### src/rtl/convolution_coprocessor_input_loader_if.sv
// Streaming-input, memY read port and coprocessor handshake bundle for the input loader.
interface convolution_coprocessor_input_loader_if #(
    parameter int DATA_WIDTH = 8,
    parameter int ADDR_WIDTH = 5
);
    logic [DATA_WIDTH-1:0] s_data;
    logic                  s_valid;
    logic                  s_last;
    logic                  s_ready;
    logic [ADDR_WIDTH-1:0] memY_addr;
    logic [DATA_WIDTH-1:0] dataY;
    logic [ADDR_WIDTH-1:0] sizeY;
    logic                  start;
    logic                  busy;
    logic                  done;
    logic                  overflow;

    modport slave (
        input  s_data, s_valid, s_last, memY_addr, busy, done,
        output s_ready, dataY, sizeY, start, overflow
    );

    modport master (
        output s_data, s_valid, s_last, memY_addr, busy, done,
        input  s_ready, dataY, sizeY, start, overflow
    );
endinterface

### src/rtl/convolution_coprocessor_input_loader.sv
// Buffers one streamed frame into memY, then launches the coprocessor and waits for done.
// Define LOADER_OVF_DRAIN_EN to drain over-long frames (sticky overflow) instead of splitting them.
module convolution_coprocessor_input_loader #(
    parameter int DATA_WIDTH = 8,
    parameter int ADDR_WIDTH = 5
) (
    input  logic clk,
    input  logic rst,
    convolution_coprocessor_input_loader_if.slave bus
);
    // Index of the last storable beat (2**ADDR_WIDTH-2); address 2**ADDR_WIDTH-1 is never written.
    localparam logic [ADDR_WIDTH-1:0] LIMIT_IDX = {{(ADDR_WIDTH-1){1'b1}}, 1'b0};
    localparam logic [ADDR_WIDTH-1:0] ONE       = {{(ADDR_WIDTH-1){1'b0}}, 1'b1};

    typedef enum logic [2:0] {
        IDLE,
        LOAD,
        LAUNCH,
        WAIT_BUSY,
        RUN
`ifdef LOADER_OVF_DRAIN_EN
        , DRAIN
`endif
    } state_t;

    state_t                state;
    state_t                state_nxt;
    logic [ADDR_WIDTH-1:0] wr_cnt;
    logic [ADDR_WIDTH-1:0] size_q;
    logic [DATA_WIDTH-1:0] data_q;
    logic                  ready;
    logic                  start_int;
    logic                  accept;
    logic                  ram_we;
    logic                  at_limit;

    logic [DATA_WIDTH-1:0] ram [2**ADDR_WIDTH];

    assign at_limit = (wr_cnt == LIMIT_IDX);

    always_ff @(posedge clk) begin
        if (rst) state <= IDLE;
        else     state <= state_nxt;
    end

    always_comb begin
        state_nxt = state;
        case (state)
            IDLE, LOAD: begin
                if (accept) begin
                    if (bus.s_last)
                        state_nxt = LAUNCH;
                    else if (at_limit)
`ifdef LOADER_OVF_DRAIN_EN
                        state_nxt = DRAIN;
`else
                        state_nxt = LAUNCH;
`endif
                    else
                        state_nxt = LOAD;
                end
            end
`ifdef LOADER_OVF_DRAIN_EN
            DRAIN:     if (accept && bus.s_last) state_nxt = LAUNCH;
`endif
            LAUNCH:    state_nxt = WAIT_BUSY;
            WAIT_BUSY: if (bus.busy) state_nxt = RUN;
            RUN:       if (bus.done) state_nxt = IDLE;
            default:   state_nxt = IDLE;
        endcase
    end

    // Reset masks ready and start combinationally so neither is seen during the reset cycle.
    always_comb begin
        ready     = 1'b0;
        start_int = 1'b0;
        case (state)
            IDLE, LOAD: ready     = !rst;
`ifdef LOADER_OVF_DRAIN_EN
            DRAIN:      ready     = !rst;
`endif
            LAUNCH:     start_int = !rst;
            default:    ;
        endcase
        accept = bus.s_valid && ready;
        ram_we = accept && (state == IDLE || state == LOAD);
    end

    always_ff @(posedge clk) begin
        if (ram_we) ram[wr_cnt] <= bus.s_data;
    end

    always_ff @(posedge clk) begin
        if (rst) begin
            wr_cnt <= '0;
            size_q <= '0;
            data_q <= '0;
        end else begin
            data_q <= ram[bus.memY_addr];
            if (state == RUN && bus.done)
                wr_cnt <= '0;
            else if (ram_we)
                wr_cnt <= wr_cnt + ONE;
            // Drained beats are not counted, so the stored length is the counter itself there.
            if (state_nxt == LAUNCH && state != LAUNCH)
                size_q <= ram_we ? wr_cnt + ONE : wr_cnt;
        end
    end

`ifdef LOADER_OVF_DRAIN_EN
    logic ovf_q;

    always_ff @(posedge clk) begin
        if (rst)
            ovf_q <= 1'b0;
        else if (ram_we && at_limit && !bus.s_last)
            ovf_q <= 1'b1;
    end

    assign bus.overflow = ovf_q;
`else
    assign bus.overflow = 1'b0;
`endif

    assign bus.s_ready = ready;
    assign bus.start   = start_int;
    assign bus.sizeY   = size_q;
    assign bus.dataY   = data_q;
endmodule

### src/flat_wrapper.sv
// flat-port wrapper written by rule: the top's interface ports become plain ports
module convolution_coprocessor_input_loader_flat 
#(
    parameter int DATA_WIDTH = 8,
    parameter int ADDR_WIDTH = 5
)
  (clk, rst, bus_s_data, bus_s_valid, bus_s_last, bus_memY_addr, bus_busy, bus_done, bus_s_ready, bus_dataY, bus_sizeY, bus_start, bus_overflow);
  convolution_coprocessor_input_loader_if #(.DATA_WIDTH(DATA_WIDTH), .ADDR_WIDTH(ADDR_WIDTH)) bus_i ();
  input  logic clk;
  input  logic rst;
  input wire logic [$bits(bus_i.s_data)-1:0] bus_s_data;
  input wire logic [$bits(bus_i.s_valid)-1:0] bus_s_valid;
  input wire logic [$bits(bus_i.s_last)-1:0] bus_s_last;
  input wire logic [$bits(bus_i.memY_addr)-1:0] bus_memY_addr;
  input wire logic [$bits(bus_i.busy)-1:0] bus_busy;
  input wire logic [$bits(bus_i.done)-1:0] bus_done;
  output wire logic [$bits(bus_i.s_ready)-1:0] bus_s_ready;
  output wire logic [$bits(bus_i.dataY)-1:0] bus_dataY;
  output wire logic [$bits(bus_i.sizeY)-1:0] bus_sizeY;
  output wire logic [$bits(bus_i.start)-1:0] bus_start;
  output wire logic [$bits(bus_i.overflow)-1:0] bus_overflow;
  assign bus_i.s_data = bus_s_data;
  assign bus_i.s_valid = bus_s_valid;
  assign bus_i.s_last = bus_s_last;
  assign bus_i.memY_addr = bus_memY_addr;
  assign bus_i.busy = bus_busy;
  assign bus_i.done = bus_done;
  assign bus_s_ready = bus_i.s_ready;
  assign bus_dataY = bus_i.dataY;
  assign bus_sizeY = bus_i.sizeY;
  assign bus_start = bus_i.start;
  assign bus_overflow = bus_i.overflow;
  convolution_coprocessor_input_loader #(.DATA_WIDTH(DATA_WIDTH), .ADDR_WIDTH(ADDR_WIDTH)) u_core (.clk(clk), .rst(rst), .bus(bus_i));
endmodule
### config.mk
export PLATFORM = sky130hd
export DESIGN_NAME = convolution_coprocessor_input_loader_flat
export DESIGN_NICKNAME = d
export VERILOG_FILES = /design/src/rtl/convolution_coprocessor_input_loader_if.sv /design/src/rtl/convolution_coprocessor_input_loader.sv /design/src/flat_wrapper.sv
export SDC_FILE = /design/constraint.sdc
export NUM_CORES = 1
export LEC_CHECK = 0
export CORE_MARGIN = 5
export CORE_UTILIZATION = 38
export CTS_BUF_LIST = sky130_fd_sc_hd__clkbuf_2
export DETAILED_ROUTE_END_ITERATION = 7
export PLACE_DENSITY = 0.57
export SKIP_LAST_GASP = 1
export SLEW_MARGIN = 20
export SYNTH_ARGS = -nofsm -noshare
export SYNTH_HDL_FRONTEND = slang
export SYNTH_SLANG_ARGS = --single-unit
### constraint.sdc
create_clock -name clk -period 2.4 [get_ports clk]
set_input_delay 0.24 -clock clk [delete_from_list [all_inputs] [get_ports clk]]
set_output_delay 0.24 -clock clk [all_outputs]
set_load 0.005 [all_outputs]
* Word level (Yosys, flattened, before mapping)
Memories as Yosys holds them, arrays and structs flattened. A register that Yosys moved wholly into a read port is not among the register bits.
Index checks and enable logic that the tools add are counted.
W data, S select, Z words.
** Cells by class
- $add $sub $neg :: 1
- Eq/ne operators :: 7
- Multiplexer cells :: 11
- Reduce and logical (&&, ||, !) cells :: 9
** Operators by type and width (count)
- $mux W3 :: 4
- $pmux W3 S4 :: 1
- $eq A3 B2 Y1 const B :: 3
- $add A5 B1 Y5 const B :: 1
- $eq A5 B5 Y1 const B :: 1
- $mux W5 :: 1
- $logic_and A1 B1 Y1 :: 4
- $mux W1 :: 4
- $reduce_or A2 Y1 :: 2
- $eq A3 B1 Y1 const B :: 1
- $eq A3 B3 Y1 const B :: 1
- $logic_not A3 Y1 :: 1
- $ne A3 B2 Y1 const B :: 1
- $mux W2 :: 1
- $logic_not A1 Y1 :: 1
- $logic_or A1 B1 Y1 :: 1
** Storage, ports and cells
- Register bits :: 13
- RAM bits :: 256
- Logic and storage cells :: 32
- Memories kept :: 1
** Memories
- u_core.ram :: words 32, bits a word 8, rd ports 1, clocked after Yosys merged registers in 1, wr ports 1, RTL line convolution_coprocessor_input_loader.sv:37 : logic [DATA_WIDTH-1:0] ram [2**ADDR_WIDTH];

* Longest topological paths before layout
Gate-level depths: netlist of run 1.
- Depth after elaboration :: 8
- Mapped depth :: 7

* Least setup slack after synthesis of run 1
Ideal clock, no wire load.
- Kind :: register to register
- Start point :: register u_core.state[1]
- End point :: memory u_core.ram[10][0] (enable)
- Arrival :: 1.567 ns
- Data required time :: 2.030 ns
- Setup slack :: 0.463 ns
- Cell stages (with the launch flop) :: 5
- Path buffers :: 1
- Cells stage by stage :: dfxtp_1 > buf_6 > nor4b_4 > nand2_1 > nor2_1
** On the way
- Word-level cells in the longest chain between the ends :: 7
- Elaborated cells on any way between the ends :: 9
- Those cells by class :: eq/ne: 1; mux: 3; reduce/logical: 5
** Ends and longest elaborated chain
- start, declared :: RTL line convolution_coprocessor_input_loader.sv:26 : state_t state;
- start signal, assigned :: RTL line convolution_coprocessor_input_loader.sv:43 : else state <= state_nxt;
- $eq A3 B1 Y1 / $logic_not A3 Y1 (equally long branches) :: RTL line convolution_coprocessor_input_loader.sv:77, convolution_coprocessor_input_loader.sv:86
- $reduce_or A2 Y1 :: RTL line convolution_coprocessor_input_loader.sv:77 : case (state)
- $mux W1 :: RTL line convolution_coprocessor_input_loader.sv:77
- $logic_and A1 B1 Y1 :: RTL line convolution_coprocessor_input_loader.sv:85 : accept = bus.s_valid && ready;
- $logic_and A1 B1 Y1 (*) :: RTL line convolution_coprocessor_input_loader.sv:86 : ram_we = accept && (state == IDLE || state == LOAD);
- $mux W1 (*) :: RTL line convolution_coprocessor_input_loader.sv:90 : if (ram_we) ram[wr_cnt] <= bus.s_data;
- $mux W1 (implied by the code) (*) :: RTL line convolution_coprocessor_input_loader.sv:90
- end, declared :: RTL line convolution_coprocessor_input_loader.sv:37
Every way passes the cells marked *; elsewhere a longest branch is shown, timed or not.

* Worst setup path after layout of run 1
- Start point :: register u_core.state[0]
- End point :: output port bus_start
** On the way
- Word-level cells in the longest chain between the ends :: 2
** Ends and longest elaborated chain
- $eq A3 B2 Y1 :: RTL line convolution_coprocessor_input_loader.sv:77
- $mux W1 :: RTL line convolution_coprocessor_input_loader.sv:77
- end, declared :: RTL line flat_wrapper.sv:20 : output wire logic [$bits(bus_i.start)-1:0] bus_start;
Every way passes these cells.

==> results of run 1 <==
[sequential cells by signal (all words and copies together) (netlist names)]
register	count
u_core.wr_cnt	5
u_core.bus.sizeY	5
u_core.state	3
u_core.bus.dataY	8
u_core.ram	256
[final cells by class]
class,count,area [µm²]
flip-flops and latches,277,8110
fillers,2436,15500
clock buffers,109,546
diodes,1,2.50
repair buffers,86,766
well taps,378,473
clock inverters,16,113
multi-input cells,223,2520
inverters,2,7.51
[layer usage]
metal  vias to the layer above  wire length, µm
met5                         -                0
li1                       2480                -
met1                      2829             9920
met3                        28             1320
met4                         0              318
met2                       179            11600
[cells in the final DEF (no fill, tap or decap), types with 2 or more instances in the layout]
cell type,count
clkinv_1,11
dfxtp_1,20
clkdlybuf4s50_1,30
buf_12,4
nand3b_1,3
a21oi_1,7
clkbuf_2,109
mux4_2,54
nor2b_1,4
a221o_1,3
o211ai_1,5
nor2_1,51
and3_1,5
mux2i_1,21
ha_1,4
buf_4,50
nand4_1,2
a22oi_1,8
inv_1,2
nor3_1,2
bufinv_16,2
a211oi_2,4
mux2_2,3
nand2_1,15
nor4b_1,2
buf_2,2
mux4_1,10
xor2_1,3
inv_2,3
edfxtp_1,256
a31oi_1,4
[cell usage after synthesis (2+ instances only)]
| library cell | instances |
|---|---|
| ha_1 | 4 |
| a21oi_1 | 7 |
| buf_2 | 8 |
| o211ai_1 | 5 |
| buf_12 | 3 |
| a221o_1 | 3 |
| dfxtp_1 | 21 |
| a22oi_1 | 8 |
| nor2b_1 | 4 |
| nand4_1 | 2 |
| and3_1 | 5 |
| nand3b_1 | 3 |
| mux2_2 | 3 |
| nor4b_1 | 2 |
| clkbuf_1 | 5 |
| a211oi_2 | 4 |
| buf_6 | 5 |
| xor2_1 | 3 |
| inv_1 | 2 |
| buf_1 | 2 |
| nand2_1 | 15 |
| mux2i_1 | 21 |
| nor2_1 | 51 |
| a31oi_1 | 4 |
| edfxtp_1 | 256 |
| nor3_1 | 2 |
| buf_4 | 4 |
| mux4_2 | 54 |
| mux4_1 | 10 |
[tightest hold or removal path, stage by stage]
cell	delay [ns]
clkdlybuf4s50_1	0.49
a31oi_1	0.09
nor2_1	0.08
[per-stage QoR]
stage               utilization, %  hold slack, ns  setup slack, ns
CTS                           44.7          0.0671           0.0416
global placement              42.4           0.497            0.122
finish                        44.7           0.178            0.163
global route                  44.7           0.109           0.0181
detailed placement            42.4           0.496           0.0779
floorplan                        -           0.339            0.463
[worst paths after layout]
path         slack, ns  cells after the start                   to           startpoint
max               0.16                      2            bus_start      u_core.state[0]
min               0.18                      3      u_core.state[2]             bus_busy
max reg2reg       0.41                      4    u_core.ram[10][0]      u_core.state[1]
min reg2reg       0.53                      2  u_core.bus.sizeY[4]  u_core.bus.sizeY[4]
[cell families after synthesis]
family,count (synthesis)
mux,88
simple gates,91
buf+inv,30
flops,277
fa+ha+maj,4
xor+xnor,4
other cells,1
compound gates,35
[power by group through the flow]
stage / Clock, W / Sequential (W) / Combinational [W]
after floorplan: 0 / 0.00542 / 0.000293
after global placement: 0 / 0.00542 / 0.000529
after detailed placement: 0 / 0.00542 / 0.000537
after CTS: 0.00336 / 0.00531 / 0.000539
after global routing: 0.00364 / 0.00531 / 0.000573
final: 0.00324 / 0.00531 / 0.000525
==> out/metrics.csv, run 1 <==
metric,value,unit
status,"complete, no violations",
final hold viol count,0,
post-route cell area,12500,µm²
Lkg Pwr,4.23,nW
DRT antenna net count,0,
Synth Area in Compound Gates,2.50,%
gr busiest metal,met2,
"Seq/Total Area, Yosys",74.7,%
die area,32100,µm²
Worst-Skew Late Latency,0.83,ns
setup_tns,0,ns
CTS Sinks,277,
met1 usage,20.2,%
GRT met2 Usage,24.0,%
cts hold-fix bufs,0,
root buffer cell,clkbuf_2,
syn avg cell area,20.5,µm²
ranking of synthesized cells by area,"edfxtp_1, mux4_2, dfxtp_1",
family with the most delay on the worst path,buffers and inverters,
Synth Area in Adders,0.461,%
post-DR vias/cell,5.05,
worst hold path type,input pin to flip-flop,
core area,28000,µm²
Comb power frac,5.8,%
Rows,61,
number of synthesized flops with an enable pin,256,
fraction of final layout cells sized beyond drive strength 1,33.2,%
unrepaired setup endpoints after global routing,no,
crit end category,output pin,
Simple-Gate Fraction of Synth Area,3.99,%
CP required,2.16,ns
TritonCTS buffer count,75,
Top-Level Pins,35,
via count,5516,
Reg power frac,58.5,%
gr usage total,15.0,%
Internal,0.00694,W
grt ovf,0,
Critical Path AT,2.00,ns
Switching Power,0.00213,W
Yosys top cell area share,70.8,%
part of the cycle the worst path needs,93.2,%
placed cell areas,11900,µm²
xor/xnor cell area share of the yosys netlist,0.323,%
Crit-path slowest cell,clkdlybuf4s50_1,
drt drc,0,
Pwr Density,724,nW/µm²
ys async rst share,0,%
largest net degree at the start of global routing,39,
Slew Limit Fails,0,
"area leader, netlist",edfxtp_1,
Post-Synthesis Cell Area,10900,µm²
crit-path max FO,6,
initial antenna violation count,1,
Layout area overhead,15.4,%
Post-Route WL,23100,µm
GP Congestion,0.774,
Clock Pin Slew Worst Setup and Hold Paths,0.08,ns
total power,0.00907,W
total iterations of the first detailed-routing run,5,
Syn. warnings,0,
Sw Share,23.5,%
Syn Inst Count,530,
drt wl/cell,21.2,µm
main combinational cell family by area after synthesis,multiplexers,
Initial Util,38.8,%
IO Port Bufs,33,
largest stage delay on the critical path,0.56,ns
multiplexer share of the synthesized area,15.9,%
syn nets,553,
post-route insts no fill,1092,
critical path class,flip-flop to output pin,
vias in the first global route,5955,
Die W,179,µm
post-cts sizing count,1,
predominant post-synthesis flop cell,edfxtp_1,
MaxCap Viol Count,0,
min Tclk post-route,2.24,ns
placed cell count,966,
synthesis-stage register bit count,277,
WP buf/inv,1,
Unique masters post-synth,43,
final net count,688,
crit-path cells,nor4b_1 > clkdlybuf4s50_1,
clk buf depth,3,
Worst setup SP type,flip-flop,
hpwl dp,14500,µm
Die Ht,179,µm
clock skew,0.0731,ns
clock network fraction of total power,35.7,%
first-pass GRT wire length,35500,µm
setup violators final,0,
CTS H-Tree Depth,3,
fmax,447,MHz
VDD IR max,0.262,mV
initial drt markers,402,
setup repair bufs after CTS,0,
CTS tree,built,
GR Util met3,3.94,%
No activity file was read; power rests on OpenSTA's default activity.
==> run 2: changes to the inputs <==
--- a/config.mk
+++ b/config.mk
@@ -5,6 +5,7 @@
 export SDC_FILE = /design/constraint.sdc
 export NUM_CORES = 1
 export LEC_CHECK = 0
+export CORE_ASPECT_RATIO = 1.4
 export CORE_MARGIN = 5
 export CORE_UTILIZATION = 38
 export CTS_BUF_LIST = sky130_fd_sc_hd__clkbuf_2
==> run 2 against run 1 <==
Net effect:
- sequential power about the same
- clock skew is 0.0089 ns lower
- worst hold slack got worse by 0.033 ns
- combinational power barely moved
- sequential cell count is the same
- critical path type unchanged
==> out/metrics.csv, run 2 (synthesis gave the netlist of run 1 again) <==
metric,value,unit,change
Slew Limit Fails,0,,unchanged
die area,32100,µm²,+0.15%
final net count,682,,-0.87%
most flop-heavy register,u_core.ram,,
placed cell count,964,,-0.21%
CTS Sinks,277,,unchanged
IO Port Bufs,33,,unchanged
fraction of final layout cells sized beyond drive strength 1,32.9,%,-0.33 points
core area,28300,µm²,+1.1%
min Tclk post-route,2.15,ns,-0.0903 ns
Critical Path AT,1.91,ns,-0.09 ns
CTS tree,built,,
post-route insts no fill,1078,,-1.3%
Post-Route WL,23100,µm,-0.10%
max_slew headroom,65.8,%,
setup repair bufs after CTS,0,,unchanged
root buffer cell,clkbuf_2,,
drt wl/cell,21.4,µm,+1.2%
post-route cell area,12400,µm²,-0.77%
VDD IR max,0.323,mV,+23%
Die W,153,µm,-15%
gr usage total,14.6,%,-0.40 points
initial antenna violation count,1,,unchanged
worst hold path type,input pin to flip-flop,,
Pwr Density,695,nW/µm²,-4.0%
max reg flops,256,,unchanged
"commonest non-fill, non-tap cell in the layout",edfxtp_1,,
total iterations of the first detailed-routing run,4,,-1
part of the cycle the worst path needs,89.4,%,-3.8 points
Worst-Skew Late Latency,0.82,ns,about the same
placed cell areas,11900,µm²,about the same
GP Congestion,0.765,,-1.1%
crit end category,output pin,,
MaxCap Viol Count,0,,unchanged
setup_tns,0,ns,unchanged
hold_sp,bus_busy,,
"commonest cells after routing, fill and taps aside","edfxtp_1, clkbuf_2, mux4_2",,
cts hold-fix bufs,0,,unchanged
filler cell count,2535,,+4.1%
DRT antenna net count,0,,unchanged
Tightest Pin Transition,0.512,ns,
grt ovf,0,,unchanged
unrepaired setup endpoints after global routing,no,,
CP required,2.16,ns,about the same
drt drc,0,,unchanged
Top-Level Pins,35,,unchanged
initial drt markers,362,,-10%
final hold viol count,0,,unchanged
CTS H-Tree Depth,3,,unchanged
Lkg Pwr,4.20,nW,-0.86%
largest net degree at the start of global routing,57,,+46%
Layout area overhead,14.5,%,
fmax,466,MHz,+4.2%
crit-path max FO,7,,+1
via count,5410,,-1.9%
setup violators final,0,,unchanged
Worst setup SP type,flip-flop,,
Rows,73,,+20%
post-DR vias/cell,5.02,,-0.65%
clk buf depth,3,,unchanged
critical path class,flip-flop to output pin,,
Die Ht,210,µm,+17%
FF-to-FF Start,u_core.state[1],,
hpwl dp,14800,µm,+2.1%
Setup crit start,u_core.state[2],,
Initial Util,38.4,%,-0.42 points
vias in the first global route,5978,,+0.39%
first-pass GRT wire length,35300,µm,-0.52%
Clock Pin Slew Worst Setup and Hold Paths,0.08,ns,about the same
clock skew,0.0642,ns,-0.00888 ns
TritonCTS buffer count,68,,-9.3%
status,"complete, no violations",,
[run 2: cell count changes in the layout (fill, tap and decap cells not counted), sizes merged]
cell,previous run,this run
clkdlybuf4s50,30,29
dlymetal6s2s,0,1
bufinv,2,0
inv,5,8
clkbuf,109,97
buf,56,57
clkinv,11,10
[run 2: metrics by stage]
| stage | util, % | power, W | hold slack, ns | worst slack (ns) |
|---|---|---|---|---|
| finish | 43.9 | 0.00864 | 0.146 | 0.254 |
| global placement | 41.9 | 0.00595 | 0.497 | 0.253 |
| global route | 43.9 | 0.00909 | 0.0858 | 0.0328 |
| CTS | 43.9 | 0.00879 | 0.0506 | 0.0122 |
| floorplan | - | 0.00571 | 0.339 | 0.463 |
| detailed placement | 41.9 | 0.00596 | 0.512 | 0.220 |
[run 2: critical path: stages, from the launching register on]
cell             delay, ns
dfxtp_1               0.40
nor3_1                0.18
clkdlybuf4s50_1       0.53
[run 2: timing repair]
action,in CTS,in global routing
pin swaps,0,0
setup endpoints to repair,1,1
resized for setup,1,2
[run 2: where the power goes]
group / leakage [nW] / switching [W] / internal [W]
combinational: 1.27 / 0.000283 / 0.000240
clock: 0.451 / 0.00173 / 0.00108
sequential: 2.48 / 0.0000189 / 0.00529
[run 2: cell type report]
class | count | area [µm²] | area share [%]
Sequential cell | 277 | 8110 | 65.2
Multi-Input combinational cell | 223 | 2520 | 20.3
Timing Repair Buffer | 87 | 776 | 6.24
Clock buffer | 97 | 485 | 3.90
Tap cell | 375 | 469 | 3.77
Clock inverter | 16 | 63.8 | 0.513
Inverter | 2 | 7.51 | 0.0604
Antenna cell | 1 | 2.50 | 0.0201
[run 2: final timing paths]
| path | endpoint | slack (ns) | depth (start not counted) |
|---|---|---|---|
| worst max-delay path | bus_s_ready | 0.25 | 2 |
| worst min-delay path | u_core.state[2] | 0.15 | 3 |
| worst max register to register | u_core.ram[2][0] | 0.52 | 4 |
| worst min register to register | u_core.bus.sizeY[4] | 0.53 | 2 |
[run 2: per-layer routing]
layer / track usage (%) / share of wire, % / wire length [µm] / up-vias
met5: 0 / 0 / 0 / -
met4: 5.75 / 1.8 / 423 / 0
met3: 3.70 / 5.1 / 1180 / 26
met2: 26.7 / 56 / 12900 / 144
met1: 16.4 / 37 / 8570 / 2770
li1: - / - / - / 2470
